File: config.mk
export PLATFORM = sky130hd
export DESIGN_NAME = rx_frame_fsm
export DESIGN_NICKNAME = d
export VERILOG_FILES = /design/src/rtl/rx_frame_fsm.sv
export SDC_FILE = /design/constraint.sdc
export NUM_CORES = 1
export LEC_CHECK = 0
export ABC_AREA = 1
export CAP_MARGIN = 20
export CELL_PAD_IN_SITES_DETAIL_PLACEMENT = 1
export CELL_PAD_IN_SITES_GLOBAL_PLACEMENT = 1
export CORE_MARGIN = 3
export CORE_UTILIZATION = 47
export CTS_CLUSTER_SIZE = 40
export DETAILED_ROUTE_END_ITERATION = 7
export DONT_BUFFER_PORTS = 1
export PLACE_DENSITY = 0.77
export SLEW_MARGIN = 20
export SYNTH_ARGS = -nofsm -noshare
export SYNTH_HDL_FRONTEND = slang
export SYNTH_SLANG_ARGS = --single-unit
File: constraint.sdc
create_clock -name clk -period 3.37 [get_ports clk]
set_clock_uncertainty 0.1 [all_clocks]
set_input_delay 0.337 -clock clk [delete_from_list [all_inputs] [get_ports clk]]
set_output_delay 0.337 -clock clk [all_outputs]
set_load 0.01 [all_outputs]
File: src/rtl/rx_frame_fsm.sv
`default_nettype none
// ============================================================================
// rx_frame_fsm : parametrised UART receive frame sequencer (start/data/parity/
//                stop) with parity/framing check and one-cycle valid pulse.
// Revision     : 1.0
// ============================================================================
module rx_frame_fsm #(
  parameter int DATA_WIDTH  = 8,
  parameter int PARITY_MODE = 1,
  parameter int STOP_BITS   = 1
) (
  input  logic                  clk,
  input  logic                  reset,
  input  logic                  start_detected,
  input  logic                  sampling_strobe,
  input  logic                  serial_in,
  output logic [DATA_WIDTH-1:0] data_out,
  output logic                  data_valid,
  output logic                  parity_error,
  output logic                  framing_error,
  output logic                  data_is_available,
  output logic                  is_parity_stage,
  output logic                  busy
);

  localparam int CNT_W = $clog2(DATA_WIDTH + 1);
  localparam logic [CNT_W-1:0] LAST_DATA = CNT_W'(DATA_WIDTH - 1);
  localparam logic [CNT_W-1:0] LAST_STOP = CNT_W'(STOP_BITS - 1);

  typedef enum logic [2:0] {
    IDLE   = 3'd0,
    START  = 3'd1,
    DATA   = 3'd2,
    PARITY = 3'd3,
    STOP   = 3'd4
  } state_t;

  state_t                  state;
  logic [CNT_W-1:0]        bit_cnt;
  logic [DATA_WIDTH-1:0]   shift_reg;
  logic                    run_par;
  logic                    parity_fail;
  logic                    frame_fail;

  always_ff @(posedge clk) begin
    if (reset) begin
      state             <= IDLE;
      bit_cnt           <= '0;
      shift_reg         <= '0;
      run_par           <= 1'b0;
      parity_fail       <= 1'b0;
      frame_fail        <= 1'b0;
      data_out          <= '0;
      data_valid        <= 1'b0;
      parity_error      <= 1'b0;
      framing_error     <= 1'b0;
      data_is_available <= 1'b0;
      is_parity_stage   <= 1'b0;
      busy              <= 1'b0;
    end else begin
      // Error flags are only meaningful alongside the valid pulse.
      data_valid        <= 1'b0;
      parity_error      <= 1'b0;
      framing_error     <= 1'b0;
      data_is_available <= (state == DATA);
      is_parity_stage   <= (state == PARITY);
      busy              <= (state != IDLE);

      case (state)
        IDLE: begin
          if (start_detected) begin
            state       <= START;
            bit_cnt     <= '0;
            run_par     <= 1'b0;
            parity_fail <= 1'b0;
            frame_fail  <= 1'b0;
          end
        end

        START: begin
          if (sampling_strobe) begin
            if (serial_in) begin
              state <= IDLE;
            end else begin
              state   <= DATA;
              bit_cnt <= '0;
            end
          end
        end

        DATA: begin
          if (sampling_strobe) begin
            shift_reg <= {serial_in, shift_reg[DATA_WIDTH-1:1]};
            run_par   <= run_par ^ serial_in;
            if (bit_cnt == LAST_DATA) begin
              bit_cnt <= '0;
              state   <= (PARITY_MODE != 0) ? PARITY : STOP;
            end else begin
              bit_cnt <= bit_cnt + CNT_W'(1);
            end
          end
        end

        PARITY: begin
          if (sampling_strobe) begin
            if (PARITY_MODE == 2) parity_fail <= ~(run_par ^ serial_in);
            else                  parity_fail <= run_par ^ serial_in;
            state <= STOP;
          end
        end

        STOP: begin
          if (sampling_strobe) begin
            if (!serial_in) frame_fail <= 1'b1;
            if (bit_cnt == LAST_STOP) begin
              // The final stop sample is folded in directly; frame_fail only
              // covers the earlier stop bits at this point.
              state         <= IDLE;
              data_valid    <= 1'b1;
              data_out      <= shift_reg;
              parity_error  <= (PARITY_MODE != 0) && parity_fail;
              framing_error <= frame_fail | ~serial_in;
            end else begin
              bit_cnt <= bit_cnt + CNT_W'(1);
            end
          end
        end

        default: state <= IDLE;
      endcase
    end
  end

  a_legal_state: assert property (@(posedge clk)
    state inside {IDLE, START, DATA, PARITY, STOP});
  a_single_valid: assert property (@(posedge clk) disable iff (reset)
    data_valid |=> !data_valid);
  a_no_parity_err: assert property (@(posedge clk)
    (PARITY_MODE != 0) || !parity_error);

endmodule
`default_nettype wire

==> metrics.txt <==
antenna violations before repair=0; worst setup slack after placement=about 1.8 ns; area share of fa/ha/maj cells after synthesis=0.01748; CTS tree=done; number of setup violations in the final report=0; mux cell area share after synthesis=0; Post-CTS Resized=0; clock transition at the registers of the reported paths=0.10 ns; Compound-Gate Fraction of Synth Area=0.1233; worst r2r src=bit_cnt[0]$_SDFFE_PP0P_; syn_area_per_cell=7.378 sq um; vias post-DR=about 1,200; Max rail drop VDD=roughly 0.46 mV; Simple-Gate Fraction of Synth Area=0.3374; DRT met1 WL=1.462 mm; final cell count without fillers=232; Nets=a little over 200; die area=3744 sq um; fraction of post-synthesis cell area in the top cell type by area=0.4476; Sequential cell area=roughly 640 sq um; residual antenna-violating net count after detailed routing=0; count of cell types in the netlist=24; setup tns final=0 ns; start point of the worst hold path=start_detected; global routing usage summed across all routing layers=0.2066; area of the mapped netlist=1431 sq um; number of warnings reported in the yosys synthesis log=0; total power per unit cell area=between 800 and 900 nW/um^2; via count of the first global-routing pass=1,232; RSZ-0062 raised after global routing=false; effective utilization at floorplan=0.5060; path type of the worst min-delay path=in2reg; number of DRC violations after detailed-routing iteration 0=35; startpoint types=register; crit share post-route=0.4910; clock tree root driver cell=clkbuf_4; Bufs on Longest Clock Path=2; end point of the worst hold path=frame_fail$_SDFFE_PP0P_; FF-to-FF path depth=8; total wire length=approximately 3.2 mm; sum of met3 wire segment lengths after detailed routing=roughly 160 microns; first-pass GRT wire length=5.561 mm; Remaining DRCs=0; area used by multi-input combinational logic=701.9 sq um; highest net fanout along the worst path=6; Inserted Diodes=0; slack of the critical path=1.715 ns; via count normalized by instance count=~5.3; terminus of the critical flop-to-flop path=state[2]$_SDFFE_PP0P_; f_max=604.4 MHz; critical path start-end classification=reg2reg; count of pins over their slew limit=0; proportion of synthesized chip area in sequential cells=0.4476; share of cells above drive strength 1=0.1393; overall overflow remaining after global route=0; cell taking the most area after synthesis=dfxtp_1; reported leakage power=0.7148 nW; placed insts=222; leading post-synthesis cells by cell area=dfxtp_1 (45%), nor2_1 (12%), nand2_1 (7.1%); number of H-tree branching levels=2; count of max-cap constraint violations=0; Port Buffer Count=0; number of cells traversed by the worst hold path=3; Slew @ Worst Pin=around 0.66 ns; minimum clock period after layout=1.655 ns; die width=61.19 microns; clock network latency to the later pin of the worst-skew pair=0.34 ns; number of sinks driven by the clock tree=32; hpwl dp=between 2 and 2.5 mm; routed length on met2=1.471 mm; status=complete, no violations; TritonRoute pass-1 iters=4; Core Region=2829 sq um; synthesized instance count=194; net count after synthesis=201; Routed WL per cell=roughly 14 microns; required time of the critical path=3.51 ns; pin count of the biggest net entering global routing=26; category of the worst setup path capture point=register; total count of hold-check failures in the final report=0; endpoint arrival time on the critical path=1.79 ns; Area growth, synth to finish=8.129%; uppermost metal layer occupied by signal nets=met4; launch point of the worst path=bit_cnt[0]$_SDFFE_PP0P_; total power draw=0.001279 W; Final GP Congestion=a little under 0.9; number of register bits inferred by synthesis=32; number of buffers added by the clock tree synthesis step=5; Die H=61.19 microns; share of the synthesized netlist area taken by xor and xnor gates=0.01224; worst slew margin relative to its limit=0.5627; FP Rows=19; total I/O pin count=19; R2R Setup Slk=approximately 1.7 ns; combinational family with the most area after synthesis=simple AND/OR/NAND/NOR gates; Fillers=380
## cells in the mapped netlist
library cell and number:
a21oi_1 12, nand2_2 2, dfxtp_1 32, nor2_1 46
nor2_4 4, nand2_1 27, nand3b_2 1, nand4_1 1
inv_4 1, nor2_2 5, buf_6 1, o2111ai_1 1
inv_1 13, a21oi_2 2, clkbuf_1 2, nand3_1 14
nor3_1 1, nand3_2 2, xnor2_1 2, o21ai_1 2
inv_2 4, ha_1 2, nand3b_1 1, o21ai_0 16
## critical path, cell delays in order, from the launching register on
cell and delay (ns):
dfxtp_1 0.42, ha_1 0.21, nand3_1 0.09, nand3_1 0.10, o21ai_1 0.07, nor2_1 0.32
nand3_1 0.12, nand2_1 0.08, nor2_1 0.05
## power breakdown
part	leakage [nW]	internal, W	switching, W	total, W
clock network	0.0422	0.000155	0.000129	0.000284
logic	0.412	0.000156	0.000297	0.000453
registers	0.261	0.000461	0.0000804	0.000541
## layout make-up
type / count / area share
clock inverters: 2 / 0.02264
flip-flops and latches: 32 / 0.4139
multi-input cells: 141 / 0.4535
inverters: 18 / 0.04527
well taps: 31 / 0.02506
repair buffers: 2 / 0.01293
clock buffers: 6 / 0.02668
## per-stage QoR
step                      cell area [sq um]  hold slack [ns]    util
after floorplan                        1431           0.2994       -
after global placement                 1451           0.3036  0.5130
after detailed placement               1451           0.3039  0.5130
after CTS                              1548          0.05368  0.5471
after global routing                   1548          0.08866  0.5471
final                                  1548          0.06698  0.5471
## how the worst max path moves through the flow
stage	end	slack, ns
6_report	state[2]$_SDFFE_PP0P_	1.72
3_3_place_gp	state[2]$_SDFFE_PP0P_	1.78
4_1_cts	bit_cnt[2]$_SDFFE_PP0P_	1.72
5_1_grt	state[2]$_SDFFE_PP0P_	1.49
2_1_floorplan	bit_cnt[0]$_SDFFE_PP0P_	1.94
3_5_place_dp	data_out[0]$_SDFFE_PP0P_	1.76
## what timing repair did
action,in CTS,in global routing
hold endpoints to repair,6,0
buffers inserted,0,0
hold buffers,2,0
## kinds of logic (layout without fill, tap and decap cells)
kind of cell	Yosys count	count (layout)
xor gates and xnor gates	2	2
AOI/OAI and AO/OA	33	33
DFF	32	32
buffers and inverters	21	28
and+or+nand+nor	104	104
adders and majority gates	2	2
## per-layer routing
metal / global-route usage / up-vias
met4: 0.1362 / 0
met3: 0.05451 / 12
li1: - / 636
met1: 0.2596 / 562
met5: 0 / -
met2: 0.3097 / 24
## layout by cell type (no fill, tap or decap), types with 2 or more instances in the layout
cell	instances
nor2_4	4
a21oi_2	2
xnor2_1	2
nor2_1	46
nor2_2	5
o21ai_0	16
dlygate4sd3_1	2
clkbuf_4	5
inv_2	4
nand2_2	2
inv_1	13
dfxtp_1	32
o21ai_1	2
a21oi_1	12
ha_1	2
nand3_2	2
nand2_1	27
nand3_1	14
No activity file was read; power rests on OpenSTA's default activity.
